==> src/rtl/reg_writeback_pkg.sv <==
// Shared widths, hold-FSM encoding and result bundle
// for the write-back stage.
package reg_writeback_pkg;
  localparam int DSIZE = 16;
  localparam int RSIZE = 4;
  localparam int NREG  = 1 << RSIZE;

  typedef enum logic {
    WB_EMPTY = 1'b0,
    WB_HELD  = 1'b1
  } wb_state_t;

  typedef struct packed {
    logic [RSIZE-1:0] addr;
    logic [DSIZE-1:0] data;
  } wb_res_t;
endpackage

==> src/rtl/reg_writeback_if.sv <==
// Result buses into write-back: ALU results and
// load returns with their flow-control replies.
interface reg_writeback_if;
  import reg_writeback_pkg::*;

  logic             Alu_Valid;
  logic [RSIZE-1:0] Alu_Addr;
  logic [DSIZE-1:0] Alu_Data;
  logic             Alu_Stall;
  logic             Ld_Valid;
  logic [RSIZE-1:0] Ld_Addr;
  logic [DSIZE-1:0] Ld_Data;
  logic             Ld_Ready;

  modport master (
    output Alu_Valid, Alu_Addr, Alu_Data,
    output Ld_Valid, Ld_Addr, Ld_Data,
    input  Alu_Stall, Ld_Ready
  );

  modport slave (
    input  Alu_Valid, Alu_Addr, Alu_Data,
    input  Ld_Valid, Ld_Addr, Ld_Data,
    output Alu_Stall, Ld_Ready
  );
endinterface

==> src/rtl/reg_writeback_hold_buf.sv <==
// One-entry load hold register; parks a load that
// collided with an ALU result for one cycle.
module wb_hold_buf
  import reg_writeback_pkg::*;
(
  input  logic    Clock,
  input  logic    Reset,
  input  logic    alu_valid,
  input  logic    ld_valid,
  input  wb_res_t ld_res,
  output logic    ld_ready,
  output logic    alu_stall,
  output logic    held,
  output wb_res_t held_res
);
  wb_state_t state;

  always_ff @(posedge Clock) begin
    if (!Reset) begin
      state     <= WB_EMPTY;
      ld_ready  <= 1'b1;
      alu_stall <= 1'b0;
      held_res  <= '0;
    end else begin
      unique case (state)
        WB_EMPTY: begin
          if (alu_valid && ld_valid) begin
            state     <= WB_HELD;
            held_res  <= ld_res;
            ld_ready  <= 1'b0;
            alu_stall <= 1'b1;
          end
        end
        WB_HELD: begin
          state     <= WB_EMPTY;
          ld_ready  <= 1'b1;
          alu_stall <= 1'b0;
        end
      endcase
    end
  end

  assign held = (state == WB_HELD);

  // ALU must honour the stall; a result arriving now is dropped
  a_no_alu_when_held: assert property (
    @(posedge Clock) disable iff (!Reset)
    !(held && alu_valid)
  ) else $error("ALU result presented while load held");
endmodule

==> src/rtl/reg_writeback.sv <==
// Write-back arbiter and load scoreboard driving
// the register-file write port.
module reg_writeback
  import reg_writeback_pkg::*;
(
  input  logic             Clock,
  input  logic             Reset,
  reg_writeback_if.slave   res,
  input  logic             Issue_Valid,
  input  logic [RSIZE-1:0] Issue_Addr,
  input  logic [RSIZE-1:0] RAddr1,
  input  logic [RSIZE-1:0] RAddr2,
  output logic             Busy1,
  output logic             Busy2,
  output logic [RSIZE-1:0] WAddr,
  output logic [DSIZE-1:0] WData,
  output logic             Wen
);
  wb_res_t alu_res;
  wb_res_t ld_res;
  wb_res_t held_res;
  wb_res_t wr;
  logic    held;
  logic    ld_acc;
  logic    sel_held;
  logic    sel_alu;
  logic    sel_ld;
  logic    wr_en;

  logic [NREG-1:0] pending;
  logic [NREG-1:0] pending_nx;

  assign alu_res = {res.Alu_Addr, res.Alu_Data};
  assign ld_res  = {res.Ld_Addr, res.Ld_Data};
  assign ld_acc  = res.Ld_Valid && res.Ld_Ready;

  wb_hold_buf u_hold (
    .Clock     (Clock),
    .Reset     (Reset),
    .alu_valid (res.Alu_Valid),
    .ld_valid  (res.Ld_Valid),
    .ld_res    (ld_res),
    .ld_ready  (res.Ld_Ready),
    .alu_stall (res.Alu_Stall),
    .held      (held),
    .held_res  (held_res)
  );

  assign sel_held = held;
  assign sel_alu  = !held && res.Alu_Valid;
  assign sel_ld   = !held && !res.Alu_Valid && ld_acc;

  always_comb begin
    wr_en = 1'b0;
    wr    = alu_res;
    unique case (1'b1)
      sel_held: begin
        wr_en = 1'b1;
        wr    = held_res;
      end
      sel_alu: begin
        wr_en = 1'b1;
        wr    = alu_res;
      end
      sel_ld: begin
        wr_en = 1'b1;
        wr    = ld_res;
      end
      default: ;
    endcase
  end

  // Set after clear so a reissue to the same reg wins
  always_comb begin
    pending_nx = pending;
    if (ld_acc)
      pending_nx[res.Ld_Addr] = 1'b0;
    if (Issue_Valid && Issue_Addr != '0)
      pending_nx[Issue_Addr] = 1'b1;
  end

  always_ff @(posedge Clock) begin
    if (!Reset) begin
      Wen     <= 1'b0;
      WAddr   <= '0;
      WData   <= '0;
      pending <= '0;
    end else begin
      pending <= pending_nx;
      Wen     <= wr_en && (wr.addr != '0);
      if (wr_en && wr.addr != '0) begin
        WAddr <= wr.addr;
        WData <= wr.data;
      end
    end
  end

  assign Busy1 = pending[RAddr1];
  assign Busy2 = pending[RAddr2];
endmodule

==> src/flat_wrapper.sv <==
// flat-port wrapper written by rule: the top's interface ports become plain ports
module reg_writeback_flat import reg_writeback_pkg::*;
  (Clock, Reset, Issue_Valid, Issue_Addr, RAddr1, RAddr2, Busy1, Busy2, WAddr, WData, Wen, res_Alu_Valid, res_Alu_Addr, res_Alu_Data, res_Ld_Valid, res_Ld_Addr, res_Ld_Data, res_Alu_Stall, res_Ld_Ready);
  reg_writeback_if res_i ();
  input  logic Clock;
  input  logic Reset;
  input  logic Issue_Valid;
  input  logic [RSIZE-1:0] Issue_Addr;
  input  logic [RSIZE-1:0] RAddr1;
  input  logic [RSIZE-1:0] RAddr2;
  output logic Busy1;
  output logic Busy2;
  output logic [RSIZE-1:0] WAddr;
  output logic [DSIZE-1:0] WData;
  output logic Wen;
  input wire logic [$bits(res_i.Alu_Valid)-1:0] res_Alu_Valid;
  input wire logic [$bits(res_i.Alu_Addr)-1:0] res_Alu_Addr;
  input wire logic [$bits(res_i.Alu_Data)-1:0] res_Alu_Data;
  input wire logic [$bits(res_i.Ld_Valid)-1:0] res_Ld_Valid;
  input wire logic [$bits(res_i.Ld_Addr)-1:0] res_Ld_Addr;
  input wire logic [$bits(res_i.Ld_Data)-1:0] res_Ld_Data;
  output wire logic [$bits(res_i.Alu_Stall)-1:0] res_Alu_Stall;
  output wire logic [$bits(res_i.Ld_Ready)-1:0] res_Ld_Ready;
  assign res_i.Alu_Valid = res_Alu_Valid;
  assign res_i.Alu_Addr = res_Alu_Addr;
  assign res_i.Alu_Data = res_Alu_Data;
  assign res_i.Ld_Valid = res_Ld_Valid;
  assign res_i.Ld_Addr = res_Ld_Addr;
  assign res_i.Ld_Data = res_Ld_Data;
  assign res_Alu_Stall = res_i.Alu_Stall;
  assign res_Ld_Ready = res_i.Ld_Ready;
  reg_writeback u_core (.Clock(Clock), .Reset(Reset), .res(res_i), .Issue_Valid(Issue_Valid), .Issue_Addr(Issue_Addr), .RAddr1(RAddr1), .RAddr2(RAddr2), .Busy1(Busy1), .Busy2(Busy2), .WAddr(WAddr), .WData(WData), .Wen(Wen));
endmodule
==> config.mk <==
export PLATFORM = sky130hd
export DESIGN_NAME = reg_writeback_flat
export DESIGN_NICKNAME = d
export VERILOG_FILES = /design/src/rtl/reg_writeback_pkg.sv /design/src/rtl/reg_writeback_if.sv /design/src/rtl/reg_writeback_hold_buf.sv /design/src/rtl/reg_writeback.sv /design/src/flat_wrapper.sv
export SDC_FILE = /design/constraint.sdc
export NUM_CORES = 1
export LEC_CHECK = 0
export CAP_MARGIN = 15
export CORE_ASPECT_RATIO = 1.5
export CORE_UTILIZATION = 30
export DETAILED_ROUTE_END_ITERATION = 6
export PLACE_DENSITY = 0.6
export SLEW_MARGIN = 20
export SYNTH_ARGS = -nofsm -noshare
export SYNTH_HDL_FRONTEND = slang
export SYNTH_HIERARCHICAL = 1
export SYNTH_SLANG_ARGS = --single-unit
export TNS_END_PERCENT = 20
==> constraint.sdc <==
create_clock -name Clock -period 3.4 [get_ports Clock]
set_clock_uncertainty 0.05 [all_clocks]
set_input_delay 0.68 -clock Clock [delete_from_list [all_inputs] [get_ports Clock]]
set_output_delay 0.68 -clock Clock [all_outputs]
set_load 0.02 [all_outputs]
==> results of run 1 <==
## power by group
part | switching (µW) | internal (µW) | total [µW]
Combinational | 178 | 181 | 359
Clock | 291 | 510 | 801
Sequential | 28.9 | 750 | 779
Total | 498 | 1440 | 1940
## logic make-up (layout without fill, tap and decap cells)
group | Yosys count | in the layout | share of synthesized area [%]
AND/OR/NAND/NOR | 166 | 166 | 23.1
AO/OA/AOI/OAI | 64 | 64 | 13.1
flip-flops | 60 | 60 | 38.8
multiplexers | 47 | 47 | 19.2
buffers and inverters | 25 | 100 | 5.74
## registers in the layout, summed over array words and instances, names as in the netlist
register	flops
u_core/u_hold/held_res	20
u_core/Wen	1
u_core/WData	16
u_core/u_hold/held	1
u_core/u_hold/ld_ready	1
u_core/u_hold/alu_stall	1
u_core/WAddr	4
u_core/pending	16
## synth_stat cells (all sizes together), types with 2 or more instances
master | count | area share (%)
a21o | 4 | 0.97
a21oi | 20 | 3.4
and3 | 2 | 0.40
and3b | 2 | 0.57
buf | 10 | 3.9
clkbuf | 13 | 1.6
dfxtp | 60 | 39
mux2i | 37 | 12
mux4 | 10 | 7.3
nand2 | 113 | 14
nand2b | 4 | 0.81
nand3 | 24 | 3.9
nor2 | 10 | 1.2
nor2b | 2 | 0.40
nor3 | 2 | 0.32
nor3b | 2 | 0.65
o211ai | 18 | 4.4
o21ai | 17 | 2.7
## metal layers
metal | wire length, µm | share of wire (%) | track usage (%) | vias up
li1 | - | - | - | 1415
met1 | 3280 | 39 | 18.2 | 1287
met2 | 4300 | 51 | 29.3 | 117
met3 | 589 | 7.0 | 5.73 | 25
met4 | 308 | 3.6 | 9.97 | 0
met5 | 0 | 0 | 0 | -
## worst reg2reg max path: cells and delay by family, from the launching register on
family / cells / cell delay [ns]
AO/OA/AOI/OAI: 2 / 0.35
flip-flops: 1 / 0.59
multiplexers: 1 / 0.23
buffers and inverters: 2 / 0.69
AND/OR/NAND/NOR: 1 / 0.28
## repair_timing
action | CTS | global route
gates resized for setup | 2 | 1
cloned | 0 | 0
endpoints found under the setup margin | 2 | 1
## cells in the final DEF, fill, tap and decap left out, types with 4 or more instances in the layout
cell and n:
o211ai_1 18, nand3_1 24, clkdlybuf4s50_1 78, dfxtp_1 60, buf_4 6, o21ai_0 16, mux4_2 10, nand2b_1 4
mux2i_1 37, clkbuf_16 9, nor2_1 10, nand2_1 113, a21o_1 4, a21oi_1 19
## per-stage QoR
stage                     TNS, ns  utilization (%)  hold slack (ns)  cell area, µm²
after floorplan                 0                -            0.369            3100
after global placement     -0.331             38.9            0.391            3920
after detailed placement   -0.404             38.9            0.398            3920
after CTS                       0             41.4            0.409            4170
after global routing            0             41.4            0.424            4170
final                           0             41.4            0.405            4170
## cell type report
type                            count  share of cell area, %
Inverter                            2                  0.180
Multi-Input combinational cell    277                   41.1
Tap cell                          117                   3.51
Clock buffer                       11                   6.06
Timing Repair Buffer               87                   20.4
Sequential cell                    60                   28.8
## worst min path at each step
stage	endpoint	slack, ns	cells after the start
floorplan	u_core/pending[0]	0.37	2
global placement	u_core/u_hold/held_res[12]	0.39	2
detailed placement	u_core/u_hold/held_res[11]	0.40	2
CTS	u_core/u_hold/held_res[1]	0.41	2
global route	u_core/u_hold/held_res[19]	0.42	2
finish	u_core/u_hold/held_res[9]	0.40	2
==> impl_metrics.csv, run 1 <==
group,metric,value,unit
finish,fin_cells,554,
finish,ff_latch_area,0.00120,mm²
drt,final_antenna_net_count,0,
global_routing,grt_pass1_wl,14.1,mm
drt,routed_wl,8.47,mm
synthesis,syn_avg_cell_area,8.55,µm²
pwr,p_leak,0.00158,µW
drt,drc,7,
cts,htree_levels,3,
floorplan,die_area,0.0107,mm²
cts,insertion_delay,0.33,ns
critical_path,critPathArrivalTime,2.60,ns
critical_path,crit_path_top_delay_cell,"clkdlybuf4s50_1",
floorplan,die_x,84.9,µm
drt,drt_iter0_markers,123,
synthesis,yosysUniqueCellTypes,37,
cts,cts-root-buf,"clkbuf_16",
cts,holdBufCountCts,0,
timing,finalSetupViolCount,0,
run_status,violations,"design-rule violations",
global_routing,grt.total_usage,17.1,%
placed_design,hpwl,6.18,mm
finish,area_delta_synth_final,34.8,%
critical_path,critical_path.startpoint,"RAddr2[0]",
finish,multi_input_area,0.00172,mm²
pwr,pwr_density_cell,464,mW/mm²
cts,cts_tree,"built",
critical_path,crit_buf_inv,2,
cts,cts_buffers,9,
drt,drt_pass1_iterations,6,
synthesis,ys_seq_elements,60,
floorplan,die_y,126,µm
synthesis,synth.cell_area,0.00310,mm²
cts,clock_sinks,60,
pwr,power,1940,µW
cts,path_clk_slew,0.05,ns
placed_design,place_ws,-0.207,ns
critical_path,endpoint,"Busy2",
critical_path,rr_endpoint,"u_core/WData[2]",
critical_path,cp.depth,4,
cts,cts_max_path_buffers,2,
critical_path,rrSetupSlack,1.13,ns
synthesis,yosys_most_used_dff,"dfxtp_1",
synthesis,netlist_instances,362,
floorplan,rows,45,
drt,vias,2844,
worst_hold_path,min_from,"u_core/u_hold/held_res[9]",
timing,timing.final.ws_setup,0.0724,ns
placed_design,place_congestion,0.914,
timing,fin_crit_sh,97.9,%
timing,hold_viol,0,
timing,timing.fmax,0.301,GHz
global_routing,antenna_found_initial,0,
critical_path,crit_path_max_fanout,4,
finish,drive_gt1_share,7.55,%
critical_path,crit_chain,"dlygate4sd2_1 -> mux4_2 -> mux4_2 -> clkdlybuf4s50_1",
timing,min_period,3.33,ns
global_routing,grt_start_max_net_pins,51,
synthesis,synth_edf_count,0,
critical_path,required,2.67,ns
timing,rsz0062_at_grt,"no",
pwr,ir_worst_vdd,0.250,mV
drt,via_per_inst,5.13,
synthesis,synth_nets,419,
run,max-cap-violations,0,
critical_path,worstSetupPathType,"in2out",
critical_path,path_delay_family,"multiplexers",
finish,nets,494,
critical_path,max_stage_delay,0.55,ns
timing,slew_violations,0,
finish,fillers,1030,
synthesis,yosysSeqAreaShare,38.8,%
cts,post_cts_buffers,0,
critical_path,r2r_start,"u_core/u_hold/held",
run_status,status,"finished with violations",
finish,n_antenna_cell,0,
critical_path,cp-end-kind,"output port",
placed_design,place_inst,543,
critical_path,cpMostUsedCell,"mux4_2",
placed_design,io_buffers,81,
critical_path,reg2reg_depth,6,
worst_hold_path,hp-class,"reg2reg",
critical_path,setup.worst_path.start_class,"input port",
synthesis,yosys_warnings,6,
timing,worst_pin_slew,0.606,ns
timing,maxSlewHeadroom,59.6,%
drt,wire_per_inst,15.3,µm
floorplan,core,0.0101,mm²
floorplan,io_pins,82,
global_routing,grt.overflow.total,0,
synthesis,async_flop_share,0,%
global_routing,grt_pass1_vias,2889,
floorplan,floorplan.initialDensity,30.7,%
No activity file was read; power rests on OpenSTA's default activity.
==> run 2: changes to the inputs <==
Settings changed: CORE_UTILIZATION 30 to 40, CTS_BUF_LIST set to sky130_fd_sc_hd__clkbuf_16, PLACE_DENSITY 0.6 to 0.74.
==> run 2 against run 1 <==
Effect of this change:
- the run now ends clean
- flip-flop and latch count is the same
- register-to-register slack improved by 0.03 ns
- clock power grew 17%
- sequential power hardly changed
- die area fell by 25%
- power up 7.0%
- worst setup slack better by 0.0038 ns
- combinational power hardly changed
- non-clock buffer count increased by 1
- via count increased by 2.8%
- utilization up 16 points
- first-iteration DRC count shrank 15%
- critical endpoint unchanged
- largest cell class unchanged
==> impl_metrics.csv, run 2 (synthesis results as in run 1) <==
group,metric,value,unit
critical_path,cpMostUsedCell,"mux4_2",
critical_path,setup.worst_path.start_class,"input port",
finish,fin_cells,543,
finish,n_antenna_cell,0,
floorplan,io_pins,82,
floorplan,die_x,73.8,µm
pwr,pwr_density_cell,492,mW/mm²
worst_hold_path,min_delay_path_depth,2,
critical_path,crit_buf_inv,2,
critical_path,crit_path_top_delay_cell,"clkdlybuf4s50_1",
drt,drc,0,
timing,timing.fmax,0.301,GHz
critical_path,path_delay_family,"multiplexers",
global_routing,grt_pass1_wl,13.3,mm
timing,rsz0062_at_grt,"no",
critical_path,required,2.67,ns
critical_path,max_stage_delay,0.55,ns
global_routing,grt.total_usage,21.8,%
floorplan,die_y,110,µm
drt,drt_iter0_markers,105,
critical_path,cp-end-kind,"output port",
drt,wire_per_inst,14.9,µm
global_routing,grt_start_max_net_pins,80,
critical_path,crit_path_max_fanout,4,
floorplan,core,0.00737,mm²
cts,cts_max_path_buffers,2,
drt,drt_pass1_iterations,4,
drt,vias,2924,
finish,nets,495,
critical_path,critical_path.startpoint,"RAddr2[0]",
critical_path,worstSetupPathType,"in2out",
worst_hold_path,min_from,"u_core/u_hold/held_res[2]",
timing,hold_viol,0,
global_routing,grt.overflow.total,0,
placed_design,hpwl,5.97,mm
worst_hold_path,hold_end,"u_core/u_hold/held_res[2]",
drt,routed_wl,8.12,mm
critical_path,reg2reg_depth,6,
worst_hold_path,hp-class,"reg2reg",
timing,slew_violations,0,
critical_path,rr_endpoint,"u_core/WData[5]",
critical_path,rrSetupSlack,1.16,ns
pwr,p_leak,0.00161,µW
cts,insertion_delay,0.32,ns
global_routing,grt_pass1_vias,2970,
cts,path_clk_slew,0.05,ns
global_routing,antenna_found_initial,0,
timing,fin_crit_sh,97.8,%
pwr,ir_worst_vdd,0.374,mV
finish,area_delta_synth_final,36.2,%
floorplan,rows,38,
drt,via_per_inst,5.38,
timing,worst_pin_slew,0.710,ns
floorplan,floorplan.initialDensity,42.0,%
placed_design,place_inst,527,
timing,hold-worst-slack,0.403,ns
cts,cts_buffers,9,
critical_path,r2r_start,"u_core/u_hold/held",
cts,cts_tree,"built",
placed_design,io_buffers,81,
finish,final_common_cell,"nand2_1",
timing,min_period,3.32,ns
timing,maxSlewHeadroom,52.7,%
finish,final_cell_mix,"nand2_1, clkdlybuf4s50_1, dfxtp_1, mux2i_1, nand3_1",
finish,top_register,"u_core/u_hold/held_res",
finish,drive_gt1_share,8.35,%
placed_design,place_congestion,0.879,
floorplan,die_area,0.00810,mm²
finish,reg.largest.list,"u_core/u_hold/held_res (20), u_core/WData (16), u_core/pending (16)",
cts,htree_levels,3,
run,max-cap-violations,0,
drt,final_antenna_net_count,0,
cts,clock_sinks,60,
run_status,status,"finished clean",
critical_path,crit_chain,"dlygate4sd2_1 -> mux4_2 -> mux4_2 -> clkdlybuf4s50_1",
pwr,power,2070,µW
cts,cts-root-buf,"clkbuf_16",
finish,largest_reg_flops,20,
critical_path,critPathArrivalTime,2.59,ns
timing,finalSetupViolCount,0,
run 2: layer usage:
metal  wire, µm  global-route usage, %  share of wire (%)
met5          0                      0                  0
met4        290                   10.7                3.6
met3        527                   6.14                6.5
met2       4170                   39.1                 51
met1       3130                   22.8                 39
run 2: worst max-delay path by stage:
| stage | endpoint | slack (ns) | cells past startpoint |
|---|---|---|---|
| 2_1_floorplan | Busy1 | 0.99 | 2 |
| 3_3_place_gp | Busy1 | -0.17 | 4 |
| 3_5_place_dp | Busy1 | -0.21 | 4 |
| 4_1_cts | Busy1 | 0.05 | 4 |
| 5_1_grt | Busy2 | 0.009 | 4 |
| 6_report | Busy2 | 0.08 | 4 |
run 2: power breakdown:
part | total, µW | internal, µW | switching (µW)
clock | 937 | 631 | 305
combinational | 360 | 182 | 178
sequential | 778 | 749 | 28.4
run 2: metrics by stage:
step	setup slack (ns)	setup TNS [ns]	area [µm²]	utilization, %
floorplan	0.985	0	3100	-
global placement	-0.172	-0.331	3910	53.0
detailed placement	-0.215	-0.412	3910	53.0
CTS	0.0519	0	4210	57.2
global route	0.00923	0	4220	57.2
finish	0.0762	0	4220	57.2
run 2: worst register-to-register path, stage by stage (launching register included):
cell	delay [ns]
dfxtp_1	0.58
inv_2	0.36
and3_1	0.28
a21oi_1	0.20
a21o_1	0.14
buf_4	0.30
mux2i_1	0.25
run 2: layout make-up:
type | count | area [µm²]
clock inverter | 7 | 82.6
multi-input combinational | 277 | 1720
timing repair buffer | 88 | 857
clock buffer | 9 | 225
inverter | 2 | 7.51
fill | 675 | 3150
sequential | 60 | 1200
tap | 100 | 125
run 2: repair_timing:
action	CTS	global route
hold buffers	0	0
resized for setup	2	1
cloned	0	0
setup buffers	0	0
setup endpoints to repair	2	1
pin swaps	0	0
